### config.mk
export PLATFORM = sky130hd
export DESIGN_NAME = axi2mem_rd_cmd_gen_flat
export DESIGN_NICKNAME = d
export VERILOG_FILES = /design/src/rtl/axi2mem_rd_cmd_gen_if.sv /design/src/rtl/axi2mem_rd_cmd_gen.sv /design/src/flat_wrapper.sv
export SDC_FILE = /design/constraint.sdc
export NUM_CORES = 1
export LEC_CHECK = 0
export CAP_MARGIN = 40
export CORE_MARGIN = 2
export CORE_UTILIZATION = 36
export CTS_CLUSTER_SIZE = 28
export DETAILED_ROUTE_END_ITERATION = 8
export DONT_BUFFER_PORTS = 1
export SLEW_MARGIN = 10
export SYNTH_ARGS = -nofsm -noshare
export SYNTH_HDL_FRONTEND = slang
export SYNTH_SLANG_ARGS = --single-unit
export TNS_END_PERCENT = 1
### constraint.sdc
create_clock -name clk_i -period 4.5 [get_ports clk_i]
set_input_delay 1.35 -clock clk_i [delete_from_list [all_inputs] [get_ports clk_i]]
set_output_delay 1.35 -clock clk_i [all_outputs]
set_load 0.01 [all_outputs]
### src/rtl/axi2mem_rd_cmd_gen_if.sv
// AR-channel and per-beat command signals of the read command generator.
// The slave modport is the generator itself; master is the surrounding environment.
interface axi2mem_rd_cmd_gen_if #(
    parameter int ID_WIDTH   = 6,
    parameter int ADDR_WIDTH = 32
);
    logic                  ar_valid;
    logic                  ar_ready;
    logic [ADDR_WIDTH-1:0] ar_addr;
    logic [7:0]            ar_len;
    logic [2:0]            ar_size;
    logic [1:0]            ar_burst;
    logic [ID_WIDTH-1:0]   ar_id;
    logic                  trans_req;
    logic                  trans_gnt;
    logic [ADDR_WIDTH-1:0] trans_add;
    logic [ID_WIDTH-1:0]   trans_id;
    logic                  trans_last;
    logic                  err;

    modport slave (
        input  ar_valid, ar_addr, ar_len, ar_size, ar_burst, ar_id, trans_gnt,
        output ar_ready, trans_req, trans_add, trans_id, trans_last, err
    );

    modport master (
        output ar_valid, ar_addr, ar_len, ar_size, ar_burst, ar_id, trans_gnt,
        input  ar_ready, trans_req, trans_add, trans_id, trans_last, err
    );
endinterface

### src/rtl/axi2mem_rd_cmd_gen.sv
// Expands one AXI AR burst (FIXED/INCR/WRAP, 32-bit data path) into one
// single-beat read command per beat, carrying byte address, ID and last flag.
module axi2mem_rd_cmd_gen #(
    parameter int ID_WIDTH   = 6,
    parameter int ADDR_WIDTH = 32
) (
    input logic                 clk_i,
    input logic                 rst_i,
    axi2mem_rd_cmd_gen_if.slave bus
);
    typedef enum logic {
        IDLE,
        BURST
    } state_e;

    typedef enum logic [1:0] {
        BURST_FIXED = 2'd0,
        BURST_INCR  = 2'd1,
        BURST_WRAP  = 2'd2,
        BURST_RSVD  = 2'd3
    } burst_e;

    localparam logic [ADDR_WIDTH-1:0] ONE = ADDR_WIDTH'(1);

    state_e                state;
    logic                  ar_ready_q;
    logic                  req_q;
    logic                  last_q;
    logic [ADDR_WIDTH-1:0] add_q;
    logic [ID_WIDTH-1:0]   id_q;
    logic [7:0]            len_q;
    logic [7:0]            beat_cnt;
    logic [1:0]            size_q;
    burst_e                burst_q;

    logic [1:0]            san_size;
    burst_e                san_burst;
    logic                  illegal;
    logic [ADDR_WIDTH-1:0] san_mask;
    logic                  wrap_len_ok;

    logic [ADDR_WIDTH-1:0] step;
    logic [ADDR_WIDTH-1:0] wrap_mask;
    logic [ADDR_WIDTH-1:0] next_add;

    // Illegal AR fields are folded onto the nearest legal burst instead of rejected.
    always_comb begin
        san_size    = (bus.ar_size > 3'd2) ? 2'd2 : bus.ar_size[1:0];
        san_mask    = (ONE << san_size) - ONE;
        san_burst   = burst_e'(bus.ar_burst);
        illegal     = (bus.ar_size > 3'd2);
        wrap_len_ok = (bus.ar_len == 8'd1) || (bus.ar_len == 8'd3) ||
                      (bus.ar_len == 8'd7) || (bus.ar_len == 8'd15);
        case (burst_e'(bus.ar_burst))
            BURST_WRAP: begin
                if (!wrap_len_ok || ((bus.ar_addr & san_mask) != '0)) begin
                    san_burst = BURST_INCR;
                    illegal   = 1'b1;
                end
            end
            BURST_RSVD: begin
                san_burst = BURST_INCR;
                illegal   = 1'b1;
            end
            default: begin
            end
        endcase
    end

    // Address of the beat after the current one; INCR realigns to the beat size.
    always_comb begin
        step      = ONE << size_q;
        wrap_mask = ((ADDR_WIDTH'(len_q) + ONE) << size_q) - ONE;
        case (burst_q)
            BURST_FIXED: next_add = add_q;
            BURST_WRAP:  next_add = (add_q & ~wrap_mask) | ((add_q + step) & wrap_mask);
            default:     next_add = (add_q & ~(step - ONE)) + step;
        endcase
    end

    always_ff @(posedge clk_i or posedge rst_i) begin
        if (rst_i) begin
            state      <= IDLE;
            ar_ready_q <= 1'b1;
            req_q      <= 1'b0;
            last_q     <= 1'b0;
            add_q      <= '0;
            id_q       <= '0;
            len_q      <= '0;
            beat_cnt   <= '0;
            size_q     <= '0;
            burst_q    <= BURST_FIXED;
        end else begin
            case (state)
                IDLE: begin
                    if (bus.ar_valid) begin
                        add_q      <= bus.ar_addr;
                        id_q       <= bus.ar_id;
                        len_q      <= bus.ar_len;
                        beat_cnt   <= bus.ar_len;
                        size_q     <= san_size;
                        burst_q    <= san_burst;
                        last_q     <= (bus.ar_len == 8'd0);
                        req_q      <= 1'b1;
                        ar_ready_q <= 1'b0;
                        state      <= BURST;
                    end
                end
                BURST: begin
                    if (bus.trans_gnt) begin
                        if (beat_cnt == 8'd0) begin
                            req_q      <= 1'b0;
                            last_q     <= 1'b0;
                            ar_ready_q <= 1'b1;
                            state      <= IDLE;
                        end else begin
                            beat_cnt <= beat_cnt - 8'd1;
                            add_q    <= next_add;
                            last_q   <= (beat_cnt == 8'd1);
                        end
                    end
                end
                default: state <= IDLE;
            endcase
        end
    end

    assign bus.ar_ready   = ar_ready_q;
    assign bus.trans_req  = req_q;
    assign bus.trans_add  = add_q;
    assign bus.trans_id   = id_q;
    assign bus.trans_last = last_q;
    assign bus.err        = ar_ready_q & bus.ar_valid & illegal;
endmodule

### src/flat_wrapper.sv
// flat-port wrapper written by rule: the top's interface ports become plain ports
module axi2mem_rd_cmd_gen_flat 
#(
    parameter int ID_WIDTH   = 6,
    parameter int ADDR_WIDTH = 32
)
  (clk_i, rst_i, bus_ar_valid, bus_ar_addr, bus_ar_len, bus_ar_size, bus_ar_burst, bus_ar_id, bus_trans_gnt, bus_ar_ready, bus_trans_req, bus_trans_add, bus_trans_id, bus_trans_last, bus_err);
  axi2mem_rd_cmd_gen_if #(.ID_WIDTH(ID_WIDTH), .ADDR_WIDTH(ADDR_WIDTH)) bus_i ();
  input logic clk_i;
  input logic rst_i;
  input wire logic [$bits(bus_i.ar_valid)-1:0] bus_ar_valid;
  input wire logic [$bits(bus_i.ar_addr)-1:0] bus_ar_addr;
  input wire logic [$bits(bus_i.ar_len)-1:0] bus_ar_len;
  input wire logic [$bits(bus_i.ar_size)-1:0] bus_ar_size;
  input wire logic [$bits(bus_i.ar_burst)-1:0] bus_ar_burst;
  input wire logic [$bits(bus_i.ar_id)-1:0] bus_ar_id;
  input wire logic [$bits(bus_i.trans_gnt)-1:0] bus_trans_gnt;
  output wire logic [$bits(bus_i.ar_ready)-1:0] bus_ar_ready;
  output wire logic [$bits(bus_i.trans_req)-1:0] bus_trans_req;
  output wire logic [$bits(bus_i.trans_add)-1:0] bus_trans_add;
  output wire logic [$bits(bus_i.trans_id)-1:0] bus_trans_id;
  output wire logic [$bits(bus_i.trans_last)-1:0] bus_trans_last;
  output wire logic [$bits(bus_i.err)-1:0] bus_err;
  assign bus_i.ar_valid = bus_ar_valid;
  assign bus_i.ar_addr = bus_ar_addr;
  assign bus_i.ar_len = bus_ar_len;
  assign bus_i.ar_size = bus_ar_size;
  assign bus_i.ar_burst = bus_ar_burst;
  assign bus_i.ar_id = bus_ar_id;
  assign bus_i.trans_gnt = bus_trans_gnt;
  assign bus_ar_ready = bus_i.ar_ready;
  assign bus_trans_req = bus_i.trans_req;
  assign bus_trans_add = bus_i.trans_add;
  assign bus_trans_id = bus_i.trans_id;
  assign bus_trans_last = bus_i.trans_last;
  assign bus_err = bus_i.err;
  axi2mem_rd_cmd_gen #(.ID_WIDTH(ID_WIDTH), .ADDR_WIDTH(ADDR_WIDTH)) u_core (.clk_i(clk_i), .rst_i(rst_i), .bus(bus_i));
endmodule
Yosys cells after proc, flatten, opt, wreduce, memory -nomap -nowiden --
Index checks and enable logic that the tools add are counted.
Operators by class: multipliers 0, shift operators 3, mux-type cells 30, order comparisons 1, reduce and logical (&&, ||, !) cells 14, add/sub/neg operators 7, bitwise logic cells 10, div/mod/pow operators 0, equal/unequal tests 13
Operators by type and width (number):
- $and A32 B32 Y32 | 4
- $pmux W32 S2 | 2
- $mux W32 | 3
- $sub A32 B1 Y32 const B | 3
- $add A32 B32 Y32 | 2
- $not A32 Y32 | 2
- $shl A1 B2 Y32 const A | 2
- $or A32 B32 Y32 | 1
- $reduce_bool A32 Y1 | 1
- $shl A32 B2 Y32 | 1
- $mux W8 | 3
- $eq A8 B1 Y1 const B | 2
- $logic_not A8 Y1 | 2
- $pmux W8 S2 | 1
- $mux W1 | 13
- $ne A2 B2 Y1 const B | 5
- $pmux W1 S2 | 5
- $add A8 B1 Y9 const B | 1
- $eq A8 B2 Y1 const B | 1
- $eq A8 B3 Y1 const B | 1
- $eq A8 B4 Y1 const B | 1
- $sub A8 B1 Y8 const B | 1
- $eq A2 B2 Y1 const B | 3
- $reduce_and A3 Y1 | 2
- 10 further kinds | 16
Storage, ports and cells: memory bits (writable) 0, output and inout bits 42, memories kept 0, memory bits (read-only) 0, register bits after elaboration 62, bits in latches 0, input port bits 55

Longest topological paths before layout --
depth after elaboration 10, mapped depth 17, gate-level depth less buffers 15

Worst setup path after synthesis --
Ideal clock, no wire load.
path type reg2reg, from register u_core.size_q[0], to register (tool-made name), stages on the path, launching flop included 17, slack 0.564 ns, data required time 4.420 ns, data arrival time 3.855 ns, setup time 0.080 ns, cells stage by stage dfrtp_1 > buf_2 > inv_1 > nor2_1 > inv_1 > ha_1 > and2_1 > inv_1 > fa_1 > or4b_1 > a21o_1 > a21oi_1 > xor2_1 > o311ai_0 > o21ai_0 > a32o_1 > nor3_2
RTL lines:
- start, declared | line axi2mem_rd_cmd_gen.sv:33 | logic [1:0] size_q;
- start signal, assigned | line axi2mem_rd_cmd_gen.sv:101 | size_q <= san_size;

Worst setup path after layout --
from input bus_ar_len[4], to output bus_err
Between the ends: word-level cells in the longest chain between the ends 9
Ends and longest elaborated chain:
- start, declared | line flat_wrapper.sv:13 | input wire logic [$bits(bus_i.ar_len)-1:0] bus_ar_len;
- $eq A8 B1 Y1 or $eq A8 B2 Y1 (tied branches) | line axi2mem_rd_cmd_gen.sv:52 | wrap_len_ok = (bus.ar_len == 8'd1) || (bus.ar_len == 8'd3) ||
- $logic_or A1 B1 Y1 (2 in a row) | line axi2mem_rd_cmd_gen.sv:52
- $logic_or A1 B1 Y1 (*) | line axi2mem_rd_cmd_gen.sv:53 | (bus.ar_len == 8'd7) || (bus.ar_len == 8'd15);
- $logic_not A1 Y1 (*) | line axi2mem_rd_cmd_gen.sv:56 | if (!wrap_len_ok || ((bus.ar_addr & san_mask) != '0)) begin
- $logic_or A1 B1 Y1 (*) | line axi2mem_rd_cmd_gen.sv:56
- $mux W1 (*) | line axi2mem_rd_cmd_gen.sv:56
- $pmux W1 S2 (*) | line axi2mem_rd_cmd_gen.sv:54 | case (burst_e'(bus.ar_burst))
- $and A1 B1 Y1 (*) | line axi2mem_rd_cmd_gen.sv:133 | assign bus.err = ar_ready_q & bus.ar_valid & illegal;
- end, declared | line flat_wrapper.sv:23 | output wire logic [$bits(bus_i.err)-1:0] bus_err;
Every way passes the cells marked *; elsewhere a longest branch is shown, timed or not.

==> results.md <==
Worst setup path:
- The number of cells on the worst reg-to-reg path is 16.
- The worst register-to-register path begins at u_core.size_q[1].
- At the worst endpoint, the arrival time is 2.70 ns.
- STA classifies the critical path endpoint as a primary output.
- In this run the worst path has a maximum fanout of 3.
- The start point of the critical path is bus_ar_len[4].
- The critical-path cell with the highest stage delay is sky130_fd_sc_hd__nor4b_1.
- The delay of the slowest cell on the worst path is 0.49 ns.
- Walking the worst path, the cells encountered are nor4_1 > nand4_1 > nor4b_1 > o21ai_0 > and3_1.
- The worst setup path is of the in -> out kind.
- The worst setup path is launched from an input pin.
- The internal reg-to-reg setup slack is 0.58 ns.
- The worst path required time is 3.15 ns.
- The capture point of the critical path is bus_err.

Pwr:
- In this run the power density over the cells is 669 mW/mm2.
- The part of the power in combinational logic is 0.528.
- Cell internal power was estimated by the tool at 2.19 mW.
- The total leakage power is 2.53 nW.
- The clock share of power is 0.178.
- The switching share of total power is 0.498.
- The largest vdd supply drop is 0.361 mV.
- Summed over all nets, the switching power comes to 2.17 mW.
- The power share of the sequential group is 0.293.

Clock tree:
- The cell at the root of the clock tree is sky130_fd_sc_hd__clkbuf_16.
- CTS saw 62 sinks.
- The H-tree depth reported by CTS is 3.
- The clock tree buffer depth is 2.
- The number of setup buffers added after CTS is 0.
- Clock latency on the worst-skew pair, taken at its later pin, is 0.35 ns.
- TritonCTS built the clock tree.
- Once the clock tree was built, the resizer swapped 0 gates to a different size.
- In this run, post-CTS hold repair placed 0 buffers.
- After clock tree synthesis, the clock-pin slew on the worst setup and hold paths is 0.06 ns.
- The number of buffers added by the clock tree synthesis step is 9.

Timing:
- The smallest setup slack after layout is 0.453 ns.
- The final critical path time including I/O delays and setup is 4.05 ns.
- The worst max-slew margin expressed relative to the limit is 0.521.
- For the final database, setup skew stands at 0.0114 ns.
- Setup repair after global routing left no endpoint under its margin.
- The aggregate negative setup slack is 0 ns.
- The highest achievable clock rate is 0.247 GHz.
- Of the available clock period, the critical path in the final layout requires 0.899.
- The number of failing hold endpoints at the final stage is 0.
- The minimum hold slack is 0.489 ns.
- Setup violations remaining at the end of the flow were counted as 0.
- For the pin with the worst max-slew slack, the measured transition is 0.714 ns.
- The number of slew-limit violations in the final report was 0.

Place:
- The placer's final routability congestion estimate is 0.889.
- Once detailed placement completed, the half-perimeter wirelength came to 14.8 mm.
- Port buffering added 0 buffers.
- The pre-CTS worst setup slack is 0.457 ns.
- The total cell area at the placement stage is 0.00619 mm2.

Floorplan:
- The total die area is 0.0175 mm2.
- The core region is 0.0160 mm2.
- The number of top-level pins is 97.
- The row count is 46.
- The die outline width is 132 um.
- The initial core utilization is 0.371.
- The height of the die is 132 um.

Yosys:
- The cell count after synthesis is 813.
- After synthesis the netlist holds a flip-flop and latch count of 62.
- The post-synthesis net count is 885.
- In the synthesized netlist the dominant register cell turns out to be sky130_fd_sc_hd__dfrtp_1.
- In this run, distinct cell masters in the synthesized netlist total 84.
- The share of flip-flops with an asynchronous set or reset after synthesis is 1.00.
- The synthesized netlist occupies a cell area of 0.00594 mm2.
- In this run, synthesis inferred 0 flip-flops with an integrated enable.
- The mean instance size in the synthesized netlist is 7.31 um2.
- The share of the Yosys chip area taken by registers is 0.261.
- During synthesis, Yosys emitted a total of 0 warnings.

GRT:
- The total overflow left after global routing is 0.
- The largest net degree at the start of global routing is 41.
- The number of global-route vias before repair is 5735.
- The first global-routing pass estimated 32.1 mm of wire.
- The overall routing resource usage is 0.228.
- The number of antenna violations at the first check in global routing is 0.

Drt:
- After the first detailed-routing iteration, the DRC count stood at 648.
- After detailed routing, the number of vias per cell comes to 6.02.
- The wire length after detailed routing is 19.9 mm.
- The first TritonRoute pass finished after 5 iterations.
- Summing over every cut layer, the via total after detailed routing is 6131.
- In the final routed layout, each cell accounts on average for 19.5 um.
- The post-route DRC violation count is 0.
- The detail route stage leaves a number of antenna-violating nets equal to 0.

Hold path:
- The worst hold path startpoint is u_core.bus.ar_ready.
- The min-delay analysis places its worst path in the category reg -> reg.

Final layout:
- In the final design database the tool counted 869 nets.
- The number of antenna diodes in the final layout is 0.
- Of the cells placed in the final design, the portion with a size suffix greater than 1 is 0.0810.
- Compared with the post-synthesis result, the final layout area differs by 9.62%.
- The most common cell after layout, fill and taps aside is sky130_fd_sc_hd__nand2_1.
- The cell area after layout is 0.00651 mm2.
- For this run, the share of the core covered by cells in the final layout is 0.407.
- The library cells used most frequently in the layout, excluding fill and tap cells, are 122 x sky130_fd_sc_hd__nand2_1, 84 x sky130_fd_sc_hd__nor2_1, 60 x sky130_fd_sc_hd__dfrtp_1.

Flow run:
- The reported max-cap violation count is 0.

Status:
- The run finished with clean final reports.
cell families after synthesis:
group / share of synthesized area
AO/OA/AOI/OAI: 0.258
XOR/XNOR: 0.0693
adder cells (fa/ha/maj): 0.0383
buffers and inverters: 0.0585
flip-flops: 0.261
multiplexers: 0.0183
other: 0.00126
AND/OR/NAND/NOR: 0.295
stage by stage:
step,power (mW),instances
CTS,4.32,1018
global route,4.70,1018
floorplan,2.94,813
detailed placement,3.53,1002
finish,4.35,1018
global placement,3.50,997
power groups by stage:
stage                     sequential [mW]  combinational [mW]  clock, mW
after global routing                 1.32                2.57      0.809
final                                1.28                2.30      0.777
after global placement               1.27                2.23          0
after floorplan                      1.06                1.88          0
after detailed placement             1.28                2.25          0
after CTS                            1.27                2.27      0.786
layout make-up:
type,count,area (um2)
Clock buffer,9,225
Fill cell,1712,9490
Tap cell,216,270
Clock inverter,7,97.6
Sequential cell,62,1550
Inverter,34,128
Multi-Input combinational cell,669,4050
Timing Repair Buffer,21,189
per-layer routing:
metal | track usage | up-vias | part of all wire
li1 | - | 2921 | -
met4 | 0.0520 | 0 | 0.014
met5 | 0 | - | 0
met3 | 0.0789 | 30 | 0.11
met1 | 0.326 | 2874 | 0.45
met2 | 0.330 | 306 | 0.42
cells in the mapped netlist, drive strengths merged, types with 6 or more instances:
master  instances  area, um2
a21o            6       45.0
a21oi          51        259
a22o            9       78.8
a31oi          14       87.6
a41oi           6       52.6
and3           11       68.8
buf            15       96.3
clkbuf         33        124
dfrtp          61       1530
ha             15        188
inv            33        124
mux2            7       78.8
nand2         122        458
nand2b         11       68.8
nand3          23        120
nand4          13       81.3
nor2           84        315
nor2b          12       75.1
nor3           29        155
nor4           11       68.8
o211ai          6       45.0
o21ai          55        275
o22ai          15       93.8
o31ai           7       52.6
or2            10       62.6
or3            11       68.8
xnor2          32        280
xor2           15        131
critical path: cells and delay by family:
family	cells	cell delay [ns]
simple gates	4	1.21
compound gates	1	0.13
worst min path at each step:
stage | end | slack [ns] | cells after the start
floorplan | u_core.bus.ar_ready | 0.47 | 2
global placement | u_core.bus.ar_ready | 0.48 | 2
detailed placement | u_core.bus.ar_ready | 0.48 | 2
CTS | u_core.bus.ar_ready | 0.49 | 2
global route | u_core.bus.ar_ready | 0.50 | 2
finish | u_core.bus.ar_ready | 0.49 | 2
No activity file was read; power rests on OpenSTA's default activity.
